[src/rtl/div_arb_pkg.sv]
// div_arb_pkg
// Shared types and helpers for the divider arbiter slice.
//   state_t        : arbiter/divider sequencing state
//   DIV_DATA_WIDTH : default operand width used by the modules below
//   DIV_LAT        : handshake-to-response latency of a non-zero divide
//   first_from()   : rotating first-one search used for request arbitration
package div_arb_pkg;

  typedef enum logic [1:0] {
    IDLE = 2'd0,
    BUSY = 2'd1,
    DONE = 2'd2
  } state_t;

  localparam int DIV_DATA_WIDTH = 32;
  localparam int DIV_LAT        = DIV_DATA_WIDTH + 1;

  // Widest request vector first_from() can search.
  localparam int MAX_REQ   = 32;
  localparam int MAX_REQ_W = 5;

  // One-hot of the first set bit of req[n-1:0], starting at index ptr and
  // wrapping back to 0. ptr must be below n. Returns all zeros if no bit set.
  function automatic logic [MAX_REQ-1:0] first_from(
    input logic [MAX_REQ-1:0] req,
    input int unsigned        ptr,
    input int unsigned        n
  );
    logic [MAX_REQ-1:0] pick;
    logic               found;
    int unsigned        idx;
    pick  = '0;
    found = 1'b0;
    for (int unsigned i = 0; i < MAX_REQ; i++) begin
      idx = ptr + i;
      if (idx >= n) idx = idx - n;
      if ((i < n) && !found && req[idx[MAX_REQ_W-1:0]]) begin
        pick[idx[MAX_REQ_W-1:0]] = 1'b1;
        found = 1'b1;
      end
    end
    return pick;
  endfunction

endpackage

[src/rtl/div_arbiter_core.sv]
// div_core
// Sequential signed restoring divider, one quotient bit per step.
//   start     : latch operand magnitudes and signs, arm the step counter
//   step      : perform one restoring iteration
//   dividend  : signed dividend sampled on start
//   divisor   : signed divisor sampled on start
//   div_zero  : divisor input is zero (combinational, valid with start)
//   last      : the current step is the final one
//   quotient  : signed quotient (truncated toward zero), updated on the
//               final step or on a divide-by-zero start, held otherwise
//   remainder : signed remainder, sign follows the dividend
module div_core
  import div_arb_pkg::*;
#(
  parameter int DATA_WIDTH = DIV_DATA_WIDTH
) (
  input  logic                         clock,
  input  logic                         reset,
  input  logic                         start,
  input  logic                         step,
  input  logic signed [DATA_WIDTH-1:0] dividend,
  input  logic signed [DATA_WIDTH-1:0] divisor,
  output logic                         div_zero,
  output logic                         last,
  output logic signed [DATA_WIDTH-1:0] quotient,
  output logic signed [DATA_WIDTH-1:0] remainder
);

  localparam int CNT_W = $clog2(DATA_WIDTH);

  // -2^(W-1) negates to itself, which read unsigned is the right magnitude.
  function automatic logic [DATA_WIDTH-1:0] magnitude(
    input logic signed [DATA_WIDTH-1:0] v
  );
    return v[DATA_WIDTH-1] ? $unsigned(-v) : $unsigned(v);
  endfunction

  function automatic logic signed [DATA_WIDTH-1:0] apply_sign(
    input logic [DATA_WIDTH-1:0] mag,
    input logic                  neg
  );
    logic signed [DATA_WIDTH-1:0] s;
    s = $signed(mag);
    return neg ? -s : s;
  endfunction

  logic [DATA_WIDTH-1:0] quo_p0;    // dividend bits shift out, quotient bits shift in
  logic [DATA_WIDTH-1:0] den_p0;
  logic [DATA_WIDTH-1:0] rem_p0;
  logic                  q_sign_p0;
  logic                  r_sign_p0;
  logic [CNT_W-1:0]      cnt;

  logic [DATA_WIDTH:0]   rem_sh;
  logic [DATA_WIDTH:0]   rem_diff;
  logic                  ge;
  logic [DATA_WIDTH-1:0] rem_nxt;
  logic [DATA_WIDTH-1:0] quo_nxt;

  assign div_zero = (divisor == '0);
  assign last     = (cnt == '0);

  // Restoring step: the borrow out of the trial subtraction decides the
  // quotient bit, so no separate magnitude compare is needed.
  assign rem_sh   = {rem_p0, quo_p0[DATA_WIDTH-1]};
  assign rem_diff = rem_sh - {1'b0, den_p0};
  assign ge       = ~rem_diff[DATA_WIDTH];
  assign rem_nxt  = ge ? rem_diff[DATA_WIDTH-1:0] : rem_sh[DATA_WIDTH-1:0];
  assign quo_nxt  = {quo_p0[DATA_WIDTH-2:0], ge};

  // Stage p0: operand latch and iteration state
  always_ff @(posedge clock) begin
    if (start) begin
      quo_p0    <= magnitude(dividend);
      den_p0    <= magnitude(divisor);
      rem_p0    <= '0;
      q_sign_p0 <= dividend[DATA_WIDTH-1] ^ divisor[DATA_WIDTH-1];
      r_sign_p0 <= dividend[DATA_WIDTH-1];
    end else if (step) begin
      quo_p0    <= quo_nxt;
      rem_p0    <= rem_nxt;
    end
  end

  // Result registers: written from the final step so they are valid in the
  // cycle that follows it.
  always_ff @(posedge clock or posedge reset) begin
    if (reset) begin
      cnt       <= '0;
      quotient  <= '0;
      remainder <= '0;
    end else if (start) begin
      cnt <= CNT_W'(DATA_WIDTH - 1);
      if (div_zero) begin
        quotient  <= '0;
        remainder <= dividend;
      end
    end else if (step) begin
      cnt <= cnt - 1'b1;
      if (last) begin
        quotient  <= apply_sign(quo_nxt, q_sign_p0);
        remainder <= apply_sign(rem_nxt, r_sign_p0);
      end
    end
  end

endmodule

[src/rtl/div_arbiter.sv]
// div_arbiter
// Shares one sequential signed divider between NUM_REQ requesters.
//   clock, reset  : system clock, asynchronous active-high reset
//   req_valid     : per-requester request
//   req_dividend  : packed operands, slice k belongs to requester k
//   req_divisor   : packed operands, slice k belongs to requester k
//   req_ready     : one-hot grant, only while idle; handshake = valid & ready
//   rsp_valid     : one-cycle pulse to the requester that owns the result
//   rsp_quotient  : signed quotient, held until the next result
//   rsp_remainder : signed remainder, held until the next result
//   busy          : an operation is in flight (through the response cycle)
// Build option DIV_ARB_FIXED_PRIO_EN: lowest index always wins and the
// round-robin pointer is not built. Default is round-robin.
module div_arbiter
  import div_arb_pkg::*;
#(
  parameter int DATA_WIDTH = DIV_DATA_WIDTH,
  parameter int NUM_REQ    = 2,
  parameter int ID_W       = (NUM_REQ > 1) ? $clog2(NUM_REQ) : 1
) (
  input  logic                            clock,
  input  logic                            reset,
  input  logic [NUM_REQ-1:0]              req_valid,
  input  logic [NUM_REQ*DATA_WIDTH-1:0]   req_dividend,
  input  logic [NUM_REQ*DATA_WIDTH-1:0]   req_divisor,
  output logic [NUM_REQ-1:0]              req_ready,
  output logic [NUM_REQ-1:0]              rsp_valid,
  output logic signed [DATA_WIDTH-1:0]    rsp_quotient,
  output logic signed [DATA_WIDTH-1:0]    rsp_remainder,
  output logic                            busy
);

  state_t                       state;
  state_t                       state_next;
  logic [ID_W-1:0]              id_p0;
  logic [MAX_REQ-1:0]           pick_full;
  logic                         unused_pick;
  logic [NUM_REQ-1:0]           grant;
  logic                         hs;
  logic [ID_W-1:0]              grant_id;
  logic signed [DATA_WIDTH-1:0] sel_dividend;
  logic signed [DATA_WIDTH-1:0] sel_divisor;
  logic                         core_div_zero;
  logic                         core_last;

`ifdef DIV_ARB_FIXED_PRIO_EN
  assign pick_full = first_from(MAX_REQ'(req_valid), 32'd0, 32'(NUM_REQ));
`else
  logic [ID_W-1:0] rr_ptr;
  assign pick_full = first_from(MAX_REQ'(req_valid), 32'(rr_ptr), 32'(NUM_REQ));
`endif

  assign grant       = pick_full[NUM_REQ-1:0];
  assign unused_pick = ^pick_full;

  assign req_ready = ((state == IDLE) && !reset) ? grant : '0;
  assign hs        = |(req_valid & req_ready);
  assign busy      = (state != IDLE);

  always_comb begin
    grant_id     = '0;
    sel_dividend = '0;
    sel_divisor  = '0;
    for (int k = 0; k < NUM_REQ; k++) begin
      if (grant[k]) begin
        grant_id     = ID_W'(k);
        sel_dividend = req_dividend[k*DATA_WIDTH +: DATA_WIDTH];
        sel_divisor  = req_divisor[k*DATA_WIDTH +: DATA_WIDTH];
      end
    end
  end

  div_core #(
    .DATA_WIDTH (DATA_WIDTH)
  ) u_core (
    .clock     (clock),
    .reset     (reset),
    .start     (hs),
    .step      (state == BUSY),
    .dividend  (sel_dividend),
    .divisor   (sel_divisor),
    .div_zero  (core_div_zero),
    .last      (core_last),
    .quotient  (rsp_quotient),
    .remainder (rsp_remainder)
  );

  always_comb begin
    state_next = state;
    case (state)
      IDLE: if (hs) state_next = core_div_zero ? DONE : BUSY;
      BUSY: if (core_last) state_next = DONE;
      DONE: state_next = IDLE;
      default: state_next = IDLE;
    endcase
  end

  always_comb begin
    rsp_valid = '0;
    for (int k = 0; k < NUM_REQ; k++) begin
      if (id_p0 == ID_W'(k)) rsp_valid[k] = (state == DONE);
    end
  end

  // Stage p0: sequencing state and owner of the in-flight operation
  always_ff @(posedge clock or posedge reset) begin
    if (reset) begin
      state <= IDLE;
      id_p0 <= '0;
    end else begin
      state <= state_next;
      if (hs) id_p0 <= grant_id;
    end
  end

`ifndef DIV_ARB_FIXED_PRIO_EN
  // Search restarts just above the requester that was served last.
  always_ff @(posedge clock or posedge reset) begin
    if (reset) begin
      rr_ptr <= '0;
    end else if (state == DONE) begin
      rr_ptr <= (id_p0 == ID_W'(NUM_REQ - 1)) ? '0 : id_p0 + 1'b1;
    end
  end
`endif

endmodule

[config.mk]
export PLATFORM = sky130hd
export DESIGN_NAME = div_arbiter
export DESIGN_NICKNAME = d
export VERILOG_FILES = /design/src/rtl/div_arb_pkg.sv /design/src/rtl/div_arbiter_core.sv /design/src/rtl/div_arbiter.sv
export SDC_FILE = /design/constraint.sdc
export NUM_CORES = 1
export LEC_CHECK = 0
export CORE_UTILIZATION = 50
export CTS_BUF_LIST = sky130_fd_sc_hd__clkbuf_2
export DETAILED_ROUTE_END_ITERATION = 8
export PLACE_DENSITY = 0.84
export SYNTH_ARGS = -nofsm -noshare
export SYNTH_HDL_FRONTEND = slang
export SYNTH_SLANG_ARGS = --single-unit
[constraint.sdc]
create_clock -name clock -period 5.6 [get_ports clock]
set_clock_uncertainty 0.05 [all_clocks]
set_input_delay 0.84 -clock clock [delete_from_list [all_inputs] [get_ports clock]]
set_output_delay 0.84 -clock clock [all_outputs]
set_load 0.01 [all_outputs]
==> results.md <==
* DR WL met3 at approximately 3500 µm
* Family of cells with the greatest summed delay on the critical path: compound AO/OA/AOI/OAI gates
* Placeable Area at between 0.02 and 0.025 mm²
* DRC at 0
* Share of the synthesized area in the top cell type at ~16%
* Final cell area excluding filler cells at around 0.015 mm²
* Dominant cells by area after synthesis: sky130_fd_sc_hd__edfxtp_1, sky130_fd_sc_hd__dfrtp_1, sky130_fd_sc_hd__o21ai_0, sky130_fd_sc_hd__nand2_1, sky130_fd_sc_hd__xor2_1
* Number of buffers between clock root and the deepest sink at 2
* Synth Net Count at roughly 1,700
* Pre-antenna DRT Iters at 7
* Source-to-sink clock delay at the later pin of the worst-skew pair at ~0.8 ns
* # resized after CTS at 0
* F_max at just under 200 MHz
* Number of inserted filler cells in the final layout at 2,141
* Capture endpoint of the worst hold path: u_core.remainder[19]$_DFFE_PP0P_
* Initial cell density of the core at between 50% and 60%
* Met2 wire length at about 19,000 µm
* Startpoint types: flip-flop
* Slew Viols, Final at 0
* Required time reported for the critical path endpoint at approximately 6.3 ns
* Top sig layer: met4
* Dpl hpwl at 30,800 µm
* Final hold viol count at 0
* Number of global-route vias before repair at 11,900
* Power Density at 573 mW/mm²
* Worst Path Buf+Inv at 3
* Metal1 wirelength at between 15,000 and 20,000 µm
* Total global routing track utilization at between 30 and 40%
* Largest net degree at the start of global routing at 93
* Cell Count, Final, Fillers Out at about 2,000
* Max H-tree Level at 4
* Number of ports placed on the die boundary at 201
* Flip-flop and latch count after synthesis at between 150 and 200
* Critical Path Slowest Stage Cell: sky130_fd_sc_hd__edfxtp_1
* Number of flops mapped to enable cells by yosys at 66
* Slack of the worst reg-to-reg path at 0.44 ns
* Wire length of the first global-routing pass at 63,000 µm
* Fin crit share at about 92%
* Number of maximum-capacitance constraint violations at 0
* Worst hold path class: flip-flop to flip-flop
* Final-layout worst hold slack at 0.462 ns
* Most numerous cell in the Yosys netlist: sky130_fd_sc_hd__nand2_1
* Num CTS Buffers at 17
* Transition time of the tightest slew-check pin at 1.05 ns
* Commonest cells post-synth: sky130_fd_sc_hd__nand2_1, sky130_fd_sc_hd__o21ai_0, sky130_fd_sc_hd__nor2_1
* Maximum fanout encountered on the critical timing path at 8
* Die Y-Extent at ~160 µm
* Arrival time at the worst endpoint at 5.84 ns
* Leakage power of the design at 6.09 nW
* CTS tree: built
* Number of library cell types mapped by synthesis at 84
* Cell Area, Synth at 0.0127 mm²
* Cells traversed along the worst timing path: inv_1, ha_1, inv_1, fa_1, a211oi_2, o211a_1, nor3_2, o31ai_1, and3_1, nor2_8, inv_4, nor2_1, a21oi_1, ha_1, nand2_1, nor4_1, nand3_1, mux2i_4, nand3_2, o31ai_1, xor2_1, a21oi_1
* Launching point of the worst reg2reg path: u_core.quo_p0[31]$_DFFE_PP_
* Per-cell via count in the routed design at approximately 6.2
* Setup bufs post-CTS at 0
* Cell count after synthesis at 1,537
* Worst hold path cell count at 2
* Synth-to-layout area growth at 19.9%
* Setup repair after global routing missed its margin: false
* Headroom to the max-slew limit at ~30%
* Post-synth top area cell: sky130_fd_sc_hd__edfxtp_1
* GRT overflow at 0
* Total length of routed wires at around 40,000 µm
* PnR Total Power at 0.00872 W
* Layout cell share with drive strength beyond 1 at around 5.9%
* Worst reg2reg path depth at 22
* Post-CTS Hold Buffers at 0
* First DRT Iteration DRCs at between 1,000 and 1,500
* Cells after DPL at 1,998
* Worst-case vdd ir drop at about 0.00031 V
* Endpoint of the worst-slack reg-to-reg timing path: u_core.remainder[30]$_DFFE_PP0P_
* Max incr delay on CP at around 0.48 ns
* Floorplan die area at 0.0260 mm²
* Post-DRT Antenna Nets at 0
* Status: finished clean
* Sequential element share of the synthesized area at 35.1%
* Nets at about 1,900
* Synth warnings at 0
* Source of the worst hold timing path: u_core.remainder[19]$_DFFE_PP0P_
* Sum of negative setup slack at 0 ns
* Worst setup path category: flip-flop to flip-flop
* Number of placement rows at 57
* Root Driver: sky130_fd_sc_hd__clkbuf_2
* Standard cell area after detailed placement at about 0.015 mm²
* FFs w/ async S/R, synth at about 43%
* Port Buffers at 200
* Post-Syn Area per Cell at about 8.3 µm²
* Time the worst path needs with I/O delays and setup at roughly 5.2 ns
* Die X at roughly 160 µm
* Placer congestion estimate at roughly 0.97
* Detail-routed net length per standard cell at 19.7 µm
* Critical Path Sink Type: flip-flop
* Antenna violations before repair at 1
* Vias after detailed routing at about 13,000
* Count of clock tree sinks at 171
* Number of failing setup endpoints in the final timing report at 0
* Clock-pin slew on the worst setup and hold paths at 0.29 ns
* Dominant synthesized flop cell: sky130_fd_sc_hd__dfrtp_1
## sequential cells by signal, indices dropped and copies added (netlist names)
register	flops
id_p0	1
rr_ptr	1
state	2
u_core.cnt	5
u_core.den_p0	32
u_core.q_sign_p0	1
u_core.quo_p0	32
u_core.quotient	32
u_core.r_sign_p0	1
u_core.rem_p0	32
u_core.remainder	32
## worst min-delay path: stages (launching register included)
cell	delay (ns)
sky130_fd_sc_hd__dfrtp_1	0.41
sky130_fd_sc_hd__nand2_1	0.05
sky130_fd_sc_hd__nand2_1	0.05
## placed cells by master, fill, tap and decap left out, types with 5 or more instances in the layout
master,Yosys,layout
sky130_fd_sc_hd__o41ai_1,7,7
sky130_fd_sc_hd__a211oi_1,5,5
sky130_fd_sc_hd__a21o_1,15,15
sky130_fd_sc_hd__clkdlybuf4s50_1,0,200
sky130_fd_sc_hd__o21ai_1,12,12
sky130_fd_sc_hd__a32oi_1,11,11
sky130_fd_sc_hd__xnor2_1,61,61
sky130_fd_sc_hd__ha_1,38,38
sky130_fd_sc_hd__edfxtp_1,66,66
sky130_fd_sc_hd__nand2_1,195,195
sky130_fd_sc_hd__or2_2,6,6
sky130_fd_sc_hd__nand4_1,10,10
sky130_fd_sc_hd__or2_1,5,5
sky130_fd_sc_hd__o21ai_0,175,175
sky130_fd_sc_hd__or4_1,5,5
sky130_fd_sc_hd__nand3_1,52,52
sky130_fd_sc_hd__inv_1,52,50
sky130_fd_sc_hd__a31oi_1,7,7
sky130_fd_sc_hd__nor3_1,35,35
sky130_fd_sc_hd__or3_1,19,19
sky130_fd_sc_hd__nor4_1,13,13
sky130_fd_sc_hd__dfxtp_1,32,32
sky130_fd_sc_hd__nor2_1,109,108
sky130_fd_sc_hd__xor2_1,79,79
sky130_fd_sc_hd__o211ai_1,12,12
sky130_fd_sc_hd__o211a_1,6,6
sky130_fd_sc_hd__mux2i_1,27,27
sky130_fd_sc_hd__nand2b_1,12,12
sky130_fd_sc_hd__dfrtp_1,73,73
sky130_fd_sc_hd__nor3b_1,5,5
sky130_fd_sc_hd__a41oi_1,5,5
sky130_fd_sc_hd__and3_1,14,14
sky130_fd_sc_hd__a22oi_1,53,53
sky130_fd_sc_hd__a221o_1,5,5
sky130_fd_sc_hd__a21oi_1,106,106
sky130_fd_sc_hd__o21a_1,13,13
sky130_fd_sc_hd__clkbuf_2,0,18
sky130_fd_sc_hd__o31ai_1,20,20
sky130_fd_sc_hd__a31o_2,5,5
sky130_fd_sc_hd__buf_4,0,26
## stage by stage
stage	setup slack, ns	util (%)
final	0.440	61.9
after global routing	0.0552	61.9
after CTS	0.518	61.8
after detailed placement	0.592	60.7
after global placement	0.790	60.7
after floorplan	0.616	-
## how the worst max path moves through the flow
stage	slack, ns	end	depth (start not counted)	start
after floorplan	0.62	u_core.remainder[30]$_DFFE_PP0P_	25	u_core.quo_p0[31]$_DFFE_PP_
after global placement	0.79	u_core.remainder[30]$_DFFE_PP0P_	21	u_core.quo_p0[31]$_DFFE_PP_
after detailed placement	0.59	u_core.remainder[30]$_DFFE_PP0P_	22	u_core.quo_p0[31]$_DFFE_PP_
after CTS	0.52	u_core.remainder[30]$_DFFE_PP0P_	22	u_core.quo_p0[31]$_DFFE_PP_
after global routing	0.06	u_core.remainder[30]$_DFFE_PP0P_	21	u_core.quo_p0[31]$_DFFE_PP_
final	0.44	u_core.remainder[30]$_DFFE_PP0P_	22	u_core.quo_p0[31]$_DFFE_PP_
## layout make-up
type	count	area (µm²)	share of cell area (%)
multi-input combinational	1223	7690	50.5
clock inverter	14	179	1.18
tap	324	405	2.66
timing repair buffer	226	2200	14.4
antenna	1	2.50	0.0164
sequential	171	4450	29.2
clock buffer	18	90.1	0.592
inverter	54	205	1.35
## cells by family after synthesis
logic type | Yosys count | share of synthesized area, %
flip-flops | 171 | 35.1
adder cells (fa/ha/maj) | 39 | 3.90
AO/OA/AOI/OAI | 508 | 25.6
XOR/XNOR | 140 | 9.66
AND/OR/NAND/NOR | 504 | 18.6
multiplexers | 32 | 2.66
buffers and inverters | 143 | 4.56
## layer usage
metal / vias to the layer above / global-route usage [%]
li1: 5927 / -
met2: 688 / 49.8
met3: 87 / 4.85
met4: 0 / 9.91
met1: 5978 / 41.4
met5: - / 0
## where the power goes
part | total [W] | switching [W] | internal, W
combinational | 0.00554 | 0.00335 | 0.00219
sequential | 0.00246 | 0.000533 | 0.00193
clock | 0.000719 | 0.000528 | 0.000192
total | 0.00872 | 0.00441 | 0.00431
(Power assumes the default switching activity.)
